`src/rtl/ldr_pkg.sv`:
```
// ldr_pkg: shared state encoding and widths for the program loader
package ldr_pkg;
    localparam int BYTE_W = 8;
    localparam int CNT_W  = 16;
    typedef enum logic [2:0] {IDLE, HDR, HI, LO, WR, RUN, DONE, ERR} state_e;
endpackage

```
`src/rtl/instr_assembler.sv`:
```
// instr_assembler: packs big-endian byte pairs into instruction words and tracks the write address
module instr_assembler
    import ldr_pkg::*;
#(
    parameter int ADDR_W  = 8,
    parameter int INSTR_W = 16
) (
    input  logic               clk,
    input  logic               reset,
    input  logic               clear,
    input  logic               cnt_load,
    input  logic               hi_load,
    input  logic               lo_load,
    input  logic               advance,
    input  logic [BYTE_W-1:0]  byte_in,
    output logic [INSTR_W-1:0] wdata,
    output logic [ADDR_W-1:0]  addr,
    output logic               last
);
    logic [INSTR_W-1:0] wdata_q, wdata_d;
    logic [ADDR_W-1:0]  addr_q, addr_d, last_q, last_d;
    always_comb begin
        wdata_d = clear ? '0 : hi_load ? {byte_in, wdata_q[BYTE_W-1:0]} :
                  lo_load ? {wdata_q[INSTR_W-1:BYTE_W], byte_in} : wdata_q;
        addr_d  = clear ? '0 : advance ? addr_q + ADDR_W'(1) : addr_q;
        last_d  = cnt_load ? ADDR_W'(byte_in - BYTE_W'(1)) : last_q;
    end
    always_ff @(posedge clk) begin
        if (reset) begin
            wdata_q <= '0;
            addr_q  <= '0;
            last_q  <= '0;
        end else begin
            wdata_q <= wdata_d;
            addr_q  <= addr_d;
            last_q  <= last_d;
        end
    end
    assign wdata = wdata_q;
    assign addr  = addr_q;
    assign last  = addr_q == last_q;
endmodule

```
`src/rtl/prog_loader.sv`:
```
// prog_loader: loads a byte stream into instruction memory, then runs the pipeline and records the outcome
module prog_loader
    import ldr_pkg::*;
#(
    parameter int ADDR_W      = 8,
    parameter int INSTR_W     = 16,
    parameter int TIMEOUT_CYC = 4096
) (
    input  logic               clk,
    input  logic               reset,
    input  logic               load_start,
    input  logic               byte_valid,
    input  logic [BYTE_W-1:0]  byte_data,
    output logic               byte_ready,
    output logic               imem_we,
    output logic [ADDR_W-1:0]  imem_addr,
    output logic [INSTR_W-1:0] imem_wdata,
    output logic               en,
    input  logic               finish,
    input  logic               out,
    output logic               result,
    output logic [CNT_W-1:0]   run_cycles,
    output logic               done,
    output logic               error
);
    state_e             state_q, state_d;
    logic               done_q, done_d, error_q, error_d, result_q, result_d;
    logic [CNT_W-1:0]   run_q, run_d;
    logic               clear, cnt_load, hi_load, lo_load, advance, last, xfer;
    instr_assembler #(.ADDR_W(ADDR_W), .INSTR_W(INSTR_W)) u_asm (
        .clk(clk), .reset(reset), .clear(clear), .cnt_load(cnt_load), .hi_load(hi_load),
        .lo_load(lo_load), .advance(advance), .byte_in(byte_data), .wdata(imem_wdata),
        .addr(imem_addr), .last(last)
    );
    always_comb begin
        state_d    = state_q;
        done_d     = done_q;
        error_d    = error_q;
        result_d   = result_q;
        run_d      = run_q;
        clear      = 1'b0;
        cnt_load   = 1'b0;
        hi_load    = 1'b0;
        lo_load    = 1'b0;
        advance    = 1'b0;
        byte_ready = state_q inside {HDR, HI, LO};
        xfer       = byte_valid && byte_ready;
        case (state_q)
            IDLE, DONE, ERR: if (load_start) begin
                state_d  = HDR;
                clear    = 1'b1;
                done_d   = 1'b0;
                error_d  = 1'b0;
                result_d = 1'b0;
                run_d    = '0;
            end
            HDR: if (xfer) begin
                cnt_load = 1'b1;
                state_d  = HI;
            end
            HI: if (xfer) begin
                hi_load = 1'b1;
                state_d = LO;
            end
            LO: if (xfer) begin
                lo_load = 1'b1;
                state_d = WR;
            end
            WR: begin
                advance = !last;
                state_d = last ? RUN : HI;
            end
            RUN: begin
                run_d = &run_q ? run_q : run_q + CNT_W'(1);
                if (finish) begin
                    result_d = out;
                    done_d   = 1'b1;
                    state_d  = DONE;
                end else if (run_q == CNT_W'(TIMEOUT_CYC - 1)) begin
                    error_d = 1'b1;
                    state_d = ERR;
                end
            end
        endcase
    end
    always_ff @(posedge clk) begin
        if (reset) begin
            state_q  <= IDLE;
            done_q   <= 1'b0;
            error_q  <= 1'b0;
            result_q <= 1'b0;
            run_q    <= '0;
        end else begin
            state_q  <= state_d;
            done_q   <= done_d;
            error_q  <= error_d;
            result_q <= result_d;
            run_q    <= run_d;
        end
    end
    assign imem_we    = state_q == WR;
    assign en         = state_q == RUN;
    assign result     = result_q;
    assign run_cycles = run_q;
    assign done       = done_q;
    assign error      = error_q;
endmodule

```
`config.mk`:
```
export PLATFORM = sky130hd
export DESIGN_NAME = prog_loader
export DESIGN_NICKNAME = d
export VERILOG_FILES = /design/src/rtl/ldr_pkg.sv /design/src/rtl/instr_assembler.sv /design/src/rtl/prog_loader.sv
export SDC_FILE = /design/constraint.sdc
export NUM_CORES = 1
export LEC_CHECK = 0
export CAP_MARGIN = 30
export CORE_MARGIN = 5
export CORE_UTILIZATION = 47
export DETAILED_ROUTE_END_ITERATION = 7
export HOLD_SLACK_MARGIN = 0.03
export PLACE_DENSITY = 0.75
export SYNTH_ARGS = -nofsm -noshare
export SYNTH_HDL_FRONTEND = slang
export SYNTH_SLANG_ARGS = --single-unit
export TNS_END_PERCENT = 100
```
`constraint.sdc`:
```
create_clock -name clk -period 5 [get_ports clk]
set_input_delay 0.5 -clock clk [delete_from_list [all_inputs] [get_ports clk]]
set_output_delay 0.5 -clock clk [all_outputs]
set_load 0.02 [all_outputs]
```
==> impl_metrics.ini, run 1 <==
[placement]
hpwl_mm = 4.866
gp_congestion = 0.8426
io_buffers = 59
dpl_cell_area_um2 = 3287
dp.cells = 438

[clock_network]
cts-hold-fix-buffers = 0
clock_sinks = 54
clk_path_buf_depth = 2
post-cts-setup-buffer-count = 0
cts_tree = yes
cts_resized = 0
clk_pin_slew_ns = 0.10
cts_root_buf = clkbuf_8
clock_latency_ns = 0.30
cts_htree_levels = 2
cts_buffers = 5

[global_routing]
first_global_vias = 2306
grt_pass1_wl_mm = 11.02
grt_max_degree = 29
grtUsageTotal_pct = 18.18
overflow = 0
grt_antenna_before_repair = 0

[sta]
report.final.slew_viol_count = 0
fmax_mhz = 391.0
setup-tns-final_ns = 0
fin_skew_ns = 0.007614
final_hold_viol_count = 0
slew_headroom_pct = 32.66
min_period_ns = 2.557
rsz0062_at_grt = false
min_period_over_period_pct = 51.15
tightest_slew_ns = 1.004
finalSetupViolCount = 0

[final_layout]
finalInstanceArea_um2 = 3386
nNetsFinal = 390
final_cells = 446
final_cell_mix = clkdlybuf4s50_1 (59), dfxtp_1 (54), nor2_1 (39), nand2_1 (37), a21oi_1 (26)
mostFrequentLayoutCell = clkdlybuf4s50_1
num_antenna_cells = 0
drive_above_1_share_pct = 4.011
area_growth_pct = 26.63
fill_cells = 480

[logic_synthesis]
async_flop_share_pct = 0
ys_seq_elements = 54
ys.flop_type = dfxtp_1
synth.net_count = 340
synth.avg_cell_area_um2 = 8.278
yosysWarnings = 0
synth_edf_count = 0
ys_types = 48
synthCells = 323
syn_area_um2 = 2674
seq_area_frac_synth_pct = 40.43

[power_and_ir_drop]
p_clk_share_pct = 28.3
p_switching_uw = 271.6
p_leak_uw = 0.001079
switching_share_pct = 30.26
seqPwrFrac_pct = 52.3
combPwrFrac_pct = 19.4
finalPower_uw = 897.7
peakVddDrop_mv = 0.1915
p_per_area_nw_per_um2 = 265.1
p_int_uw = 626.0

[critical_path]
r2r_slack_ns = 2.57
arrival_ns = 2.06
reg2reg_depth = 6
required_ns = 4.50
path_max_fanout = 17
r2r-start = state_q[0]
startpoint = state_q[2]
path_class = register to output pin
endpoint_kind = output pin
start_kind = register

[route]
vias = 2466
viasPerCell = 5.529
drtIter0Drc = 146
dr.pass1.iters = 4
drc = 0
ant_nets = 0
drt-total-wl_mm = 6.501
wire_per_inst_um = 14.58

[floorplan]
coreArea_um2 = 5507
die_y_um = 85.43
rows = 27
num_io_pins = 60
chipWidth_um = 85.43
die_area_um2 = 7297
start_util_pct = 48.56

[run_status]
status = completed

[hold_path]
min_delay_path_depth = 2
min_path_type = register to register
hp-start = u_asm.wdata[5]

[run]
max-cap-violations = 0
## synth_stat cells (all sizes together) (2+ instances only)
| master | count | share of area (%) |
|---|---|---|
| dfxtp | 54 | 40 |
| nand2 | 37 | 5.2 |
| or2 | 2 | 0.47 |
| a21oi | 26 | 4.9 |
| a211oi | 9 | 2.5 |
| xnor2 | 15 | 4.9 |
| nor3 | 9 | 1.7 |
| and4 | 5 | 1.6 |
| nand3b | 3 | 0.84 |
| nand3 | 10 | 1.9 |
| nor2b | 2 | 0.47 |
| ha | 3 | 1.4 |
| mux2i | 9 | 3.4 |
| nor2 | 40 | 5.7 |
| clkbuf | 8 | 1.2 |
| a22oi | 3 | 1.4 |
| inv | 8 | 1.1 |
| o31ai | 8 | 2.4 |
| and3 | 2 | 0.47 |
| o211ai | 4 | 1.1 |
| or3 | 6 | 1.4 |
| buf | 9 | 1.6 |
| xor2 | 4 | 1.3 |
| or4 | 10 | 2.8 |
| nand4 | 9 | 2.1 |
| o21ai | 10 | 1.9 |
| nor4 | 4 | 0.94 |
## critical path, stage by stage, from the launching register on
cell and delay [ns]:
dfxtp_1 0.65, nor3b_4 0.44, clkdlybuf4s50_1 0.68
## power groups by stage
stage	clock network (uW)	registers, uW	logic [uW]
after global placement	0	479	170
after detailed placement	0	479	174
after floorplan	0	464	139
after CTS	261	469	175
after global routing	281	473	194
final	254	469	174
## final timing paths
| path | to |
|---|---|
| setup / recovery | imem_we |
| hold / removal | u_asm.wdata[5] |
| setup reg to reg | run_cycles[13] |
| hold reg to reg | u_asm.wdata[5] |
## area by class of cell
| type | count | area, um^2 | share of cell area, % |
|---|---|---|---|
| Clock buffer | 6 | 82.58 | 2.439 |
| Clock inverter | 2 | 16.27 | 0.4804 |
| Inverter | 8 | 30.03 | 0.8869 |
| Multi-Input combinational cell | 244 | 1488 | 43.94 |
| Sequential cell | 54 | 1081 | 31.93 |
| Tap cell | 72 | 90.09 | 2.661 |
| Timing Repair Buffer | 60 | 598.1 | 17.66 |
## cell families after synthesis
family | share of synthesized area (%)
mux | 3.369
flops | 40.43
fa+ha+maj | 1.404
simple gates | 27.28
compound gates | 17.36
buf+inv | 3.931
xor+xnor | 6.224
## through the flow
| stage | hold slack (ns) | util, % | worst slack, ns |
|---|---|---|---|
| after floorplan | 0.4901 | - | 3.152 |
| after global placement | 0.4501 | 59.69 | 2.317 |
| after detailed placement | 0.4552 | 59.69 | 2.261 |
| after CTS | 0.4713 | 61.49 | 2.444 |
| after global routing | 0.5038 | 61.49 | 2.247 |
| final | 0.4682 | 61.49 | 2.443 |
## sequential cells by signal, indices dropped and copies added, names as in the netlist
register / count
run_cycles: 16
u_asm.last_q: 8
error: 1
u_asm.wdata: 16
u_asm.addr: 8
result: 1
state_q: 3
done: 1
## routing by layer
metal	share of wire, %	up-vias	track usage [%]
met5	0	-	0
met4	0.58	0	3.309
met3	6.0	4	3.592
met2	46	62	29.38
met1	47	1133	25.34
li1	-	1267	-
Power figures use the tool's default switching activity.
==> run 2, diff against run 1 <==
--- a/config.mk
+++ b/config.mk
@@ -7,7 +7,7 @@
 export LEC_CHECK = 0
 export CAP_MARGIN = 30
 export CORE_MARGIN = 5
-export CORE_UTILIZATION = 47
+export CORE_UTILIZATION = 45
 export DETAILED_ROUTE_END_ITERATION = 7
 export HOLD_SLACK_MARGIN = 0.03
 export PLACE_DENSITY = 0.75
==> constraint.sdc (replaced) <==
create_clock -name clk -period 2.3 [get_ports clk]
set_input_delay 0.23 -clock clk [delete_from_list [all_inputs] [get_ports clk]]
set_output_delay 0.23 -clock clk [all_outputs]
set_load 0.02 [all_outputs]
==> impl_metrics.ini, run 2 (synthesized netlist as in run 1, its figures left out) <==
[sta]
min_period_over_period_pct = 92.59
final_hold_viol_count = 0
finalSetupViolCount = 0
rsz0062_at_grt = false
min_period_ns = 2.130
slew_headroom_pct = 49.17
fmax_mhz = 469.6
fin_skew_ns = 0.006118
report.final.slew_viol_count = 0
tightest_slew_ns = 0.7579

[placement]
io_buffers = 59
dpl_cell_area_um2 = 3448
dp.cells = 462
hpwl_mm = 5.126
gp_congestion = 0.8113

[critical_path]
critPathTopFamily = buffers and inverters
worstSetupPathDepth = 3
reg2reg_depth = 6
crit_chain = buf_4, nor3b_4, clkdlybuf4s50_1
endpoint_kind = output pin
required_ns = 2.07
path_max_fanout = 14
start_kind = register
critical_path_buf_inv_count = 2
arrival_ns = 1.90
path_class = register to output pin
cp_slowest_stage_delay_ns = 0.68
slowest_stage = clkdlybuf4s50_1

[clock_network]
cts_resized = 0
cts-hold-fix-buffers = 0
cts_root_buf = clkbuf_8
clock_latency_ns = 0.30
cts_tree = yes
clk_pin_slew_ns = 0.10
post-cts-setup-buffer-count = 0
cts_buffers = 5
cts_htree_levels = 2
clk_path_buf_depth = 2
clock_sinks = 54

[final_layout]
final_cell_mix = clkdlybuf4s50_1 (59), dfxtp_1 (53), nor2_1 (39), nand2_1 (37), a21oi_1 (26)
fill_cells = 534
final-seq-area_um2 = 1082
finalInstanceArea_um2 = 3592
nNetsFinal = 411
multi_input_area_um2 = 1488
mostFrequentLayoutCell = clkdlybuf4s50_1
drive_above_1_share_pct = 9.367
area_growth_pct = 34.35
post-route-util_pct = 61.40
num_antenna_cells = 0
final_cells = 470

[floorplan]
coreArea_um2 = 5851
die_area_um2 = 7584
num_io_pins = 60
chipWidth_um = 87.09
die_y_um = 87.09
start_util_pct = 45.70
rows = 28

[power_and_ir_drop]
peakVddDrop_mv = 0.4413
p_per_area_nw_per_um2 = 618.9
p_leak_uw = 0.001210

[route]
vias = 2595
drc = 0
viasPerCell = 5.521
drtIter0Drc = 157
ant_nets = 0
dr.pass1.iters = 4
drt-total-wl_mm = 6.723
wire_per_inst_um = 14.30

[run]
max-cap-violations = 0

[global_routing]
grt_max_degree = 23
grtUsageTotal_pct = 18.54
first_global_vias = 2364
grt_pass1_wl_mm = 11.32
overflow = 0
grt_antenna_before_repair = 0

[run_status]
status = completed

[hold_path]
min_delay_path_depth = 2
min_path_type = register to register
[run 2: changes by cell type in the layout (fill, tap and decap cells not counted)]
| cell | delta |
|---|---|
| dfxtp_2 | +1 |
| dfxtp_1 | -1 |
| clkinvlp_4 | -1 |
| bufinv_16 | +2 |
| inv_6 | -1 |
| buf_4 | +21 |
[run 2: metrics by stage]
stage / power, uW / TNS [ns] / hold slack (ns) / setup WS [ns]
final: 2223 / 0 / 0.4663 / 0.1705
after floorplan: 1311 / 0 / 0.3256 / 0.4516
after global routing: 2330 / 0 / 0.4923 / 0.06625
after global placement: 1460 / 0 / 0.4487 / 0.03314
after CTS: 2240 / 0 / 0.4672 / 0.09615
after detailed placement: 1472 / -0.01715 / 0.4493 / -0.007382
[run 2: path summary, 6_finish.rpt]
path | from | end | slack (ns)
setup / recovery | state_q[1] | imem_we | 0.17
hold / removal | u_asm.wdata[7] | u_asm.wdata[7] | 0.47
setup reg to reg | run_cycles[12] | run_cycles[3] | 0.29
hold reg to reg | u_asm.wdata[7] | u_asm.wdata[7] | 0.47
[run 2: routing by layer]
layer | GRT usage (%) | up-vias | wire, um
met4 | 5.099 | 0 | 69
met3 | 4.163 | 7 | 358
met2 | 29.40 | 68 | 3159
li1 | - | 1315 | -
met1 | 25.29 | 1205 | 3136
met5 | 0 | - | 0
[run 2: worst min-delay path, delay by kind of cell (launching register included)]
kind	cells	cell delay, ns
AOI/OAI and AO/OA	1	0.05
DFF	1	0.32
and+or+nand+nor	1	0.05
[run 2: report_power, final]
part           internal [uW]  switching, uW  leakage [uW]
logic                    192            263      0.000702
clock network            464            308     0.0000714
registers                965           31.3      0.000437
[run 2: final cells by class]
cell class	count	area share, %
Timing Repair Buffer	81	21.04
Inverter	8	0.8359
Clock buffer	6	2.299
Clock inverter	2	1.672
Tap cell	75	2.612
Sequential cell	54	30.13
Multi-Input combinational cell	244	41.41
==> run 3, diff against run 2 <==
--- a/config.mk
+++ b/config.mk
@@ -5,12 +5,13 @@
 export SDC_FILE = /design/constraint.sdc
 export NUM_CORES = 1
 export LEC_CHECK = 0
+export ABC_AREA = 1
 export CAP_MARGIN = 30
 export CORE_MARGIN = 5
-export CORE_UTILIZATION = 45
+export CORE_UTILIZATION = 46
 export DETAILED_ROUTE_END_ITERATION = 7
 export HOLD_SLACK_MARGIN = 0.03
-export PLACE_DENSITY = 0.75
+export PLACE_DENSITY = 0.76
 export SYNTH_ARGS = -nofsm -noshare
 export SYNTH_HDL_FRONTEND = slang
 export SYNTH_SLANG_ARGS = --single-unit
==> impl_metrics.ini, run 3 <==
[critical_path]
arrival_ns = 1.97
r2r_end = run_cycles[13]
critPathTopFamily = buffers and inverters
critical_path_buf_inv_count = 3
cp_slowest_stage_delay_ns = 0.65
reg2reg_depth = 9
r2r_slack_ns = 0.44
start_kind = register
slowest_stage = clkdlybuf4s50_1
r2r-start = state_q[1]
required_ns = 2.07
path_max_fanout = 12
endpoint_kind = output pin
path_class = register to output pin
cpMostUsedCell = inv_2
crit_chain = inv_2, nand3_1, inv_2, clkdlybuf4s50_1

[floorplan]
chipWidth_um = 89.06
num_io_pins = 60
start_util_pct = 47.99
die_area_um2 = 7932
coreArea_um2 = 5991
die_y_um = 89.06
rows = 28

[clock_network]
clk_path_buf_depth = 2
clock_sinks = 54
cts_tree = yes
clock_latency_ns = 0.31
cts_htree_levels = 2
post-cts-setup-buffer-count = 0
cts_root_buf = clkbuf_8
cts_buffers = 5
clk_pin_slew_ns = 0.10
cts-hold-fix-buffers = 0

[sta]
rsz0062_at_grt = false
slew_headroom_pct = 70.52
min_period_over_period_pct = 95.72
final_hold_viol_count = 0
finalSetupViolCount = 0
tightest_slew_ns = 0.4388
fmax_mhz = 454.2
min_period_ns = 2.201
setup-tns-final_ns = 0
report.final.slew_viol_count = 0
fin_skew_ns = 0.007634

[route]
drtIter0Drc = 177
ant_nets = 0
vias = 2924
drt-total-wl_mm = 7.197
drc = 0
dr.pass1.iters = 4
viasPerCell = 5.166
wire_per_inst_um = 12.72

[global_routing]
grt_max_degree = 20
first_global_vias = 2752
grt_antenna_before_repair = 0
grtUsageTotal_pct = 19.48
overflow = 0
grt_pass1_wl_mm = 12.39

[hold_path]
min_delay_path_depth = 2
holdPathEnd = u_asm.wdata[11]
hp-start = u_asm.wdata[11]
min_path_type = register to register

[final_layout]
multi_input_area_um2 = 1525
final_cell_mix = nand2_1 (118), clkdlybuf4s50_1 (59), dfxtp_1 (54), inv_1 (47), a21oi_1 (42)
mostFrequentLayoutCell = nand2_1
num_antenna_cells = 0
nNetsFinal = 507
fill_cells = 585
area_growth_pct = 25.72
final-seq-area_um2 = 1081
drive_above_1_share_pct = 7.128
final_cells = 566

[power_and_ir_drop]
switching_share_pct = 38.88
p_switching_uw = 964.0
p_clk_share_pct = 22.5
seqPwrFrac_pct = 43.7
p_per_area_nw_per_um2 = 685.8
p_int_uw = 1515
combPwrFrac_pct = 33.9
peakVddDrop_mv = 0.4811
p_leak_uw = 0.001344

[logic_synthesis]
ys_seq_elements = 54
yosysTopAreaCell = dfxtp_1
synthCells = 433
seq_area_frac_synth_pct = 37.60
ys_types = 35
ys.flop_type = dfxtp_1
yosysMostFrequentCell = nand2_1
yosysWarnings = 0
synth_commonest_cells = nand2_1 (118), dfxtp_1 (54), inv_1 (48), a21oi_1 (42), nand3_1 (35)
syn_area_um2 = 2875
yosys-top-cells-area = dfxtp_1 (38%), nand2_1 (15%), a21oi_1 (7.3%)
synth.net_count = 450
synth.avg_cell_area_um2 = 6.640
synth_edf_count = 0
async_flop_share_pct = 0
synth.top_cell.area_share_pct = 37.60

[run_status]
status = completed

[placement]
dp.cells = 558
hpwl_mm = 5.534
io_buffers = 59
gp_congestion = 0.8793

[run]
max-cap-violations = 0
run 3: changes by cell type after synthesis, moves of 10 or more:
cell and delta:
nand2_1 +81, inv_1 +40, nand3_1 +25, a21oi_1 +16, nand4_1 +15, or4_1 -10
xnor2_1 -10
run 3: tightest hold or removal path, delay by kind of cell (launching register included):
kind,cells,cell delay (ns)
compound gates,1,0.05
simple gates,1,0.06
flops,1,0.32
run 3: metrics by stage:
stage / hold WS (ns) / utilization (%) / power, uW / area (um^2) / worst slack [ns]
after floorplan: 0.3695 / - / 1718 / 2875 / 0.6668
after global placement: 0.4498 / 58.81 / 1919 / 3523 / 0.3973
after detailed placement: 0.4529 / 58.81 / 1937 / 3523 / 0.3599
after CTS: 0.4679 / 60.34 / 2489 / 3615 / 0.003862
after global routing: 0.4944 / 60.34 / 2653 / 3615 / 0.03183
final: 0.4657 / 60.34 / 2479 / 3615 / 0.09853
run 3: metal layers:
layer / track usage [%] / vias up / wire (um)
met5: 0 / - / 0
met4: 5.683 / 0 / 76
met3: 5.161 / 6 / 604
met2: 31.04 / 89 / 3213
met1: 26.03 / 1303 / 3302
li1: - / 1526 / -
run 3: power by group through the flow:
stage / Clock, uW / Combinational [uW] / Sequential (uW)
2_1_floorplan: 0 / 633 / 1090
3_3_place_gp: 0 / 823 / 1100
3_5_place_dp: 0 / 835 / 1100
4_1_cts: 571 / 837 / 1080
5_1_grt: 619 / 943 / 1090
6_report: 557 / 840 / 1080
run 3: how the worst max path moves through the flow:
stage	start	end	slack [ns]	cells after the start
after global routing	state_q[1]	en	0.03	4
after detailed placement	state_q[1]	en	0.36	4
final	state_q[1]	en	0.1	4
after CTS	state_q[1]	en	0.004	4
after floorplan	run_cycles[0]	run_cycles[11]	0.67	11
after global placement	state_q[1]	en	0.40	4
run 3: kinds of logic after synthesis:
family / after synthesis / share of synthesized area, %
AND/OR/NAND/NOR: 237 / 37.25
buffers and inverters: 67 / 9.356
AO/OA/AOI/OAI: 63 / 11.75
flip-flops: 54 / 37.60
XOR/XNOR: 9 / 2.741
adder cells (fa/ha/maj): 3 / 1.306
run 3: timing repair:
| item | 4_1_cts | 5_1_grt |
|---|---|---|
| hold endpoints to repair | 0 | 0 |
| resized for setup | 0 | 1 |
| endpoints found under the setup margin | 0 | 1 |
run 3: cell type report:
cell class	count	share of cell area (%)
Tap cell	75	2.596
Timing Repair Buffer	63	17.17
Clock inverter	1	0.1385
Sequential cell	54	29.91
Inverter	54	5.607
Multi-Input combinational cell	312	42.19
Clock buffer	7	2.388
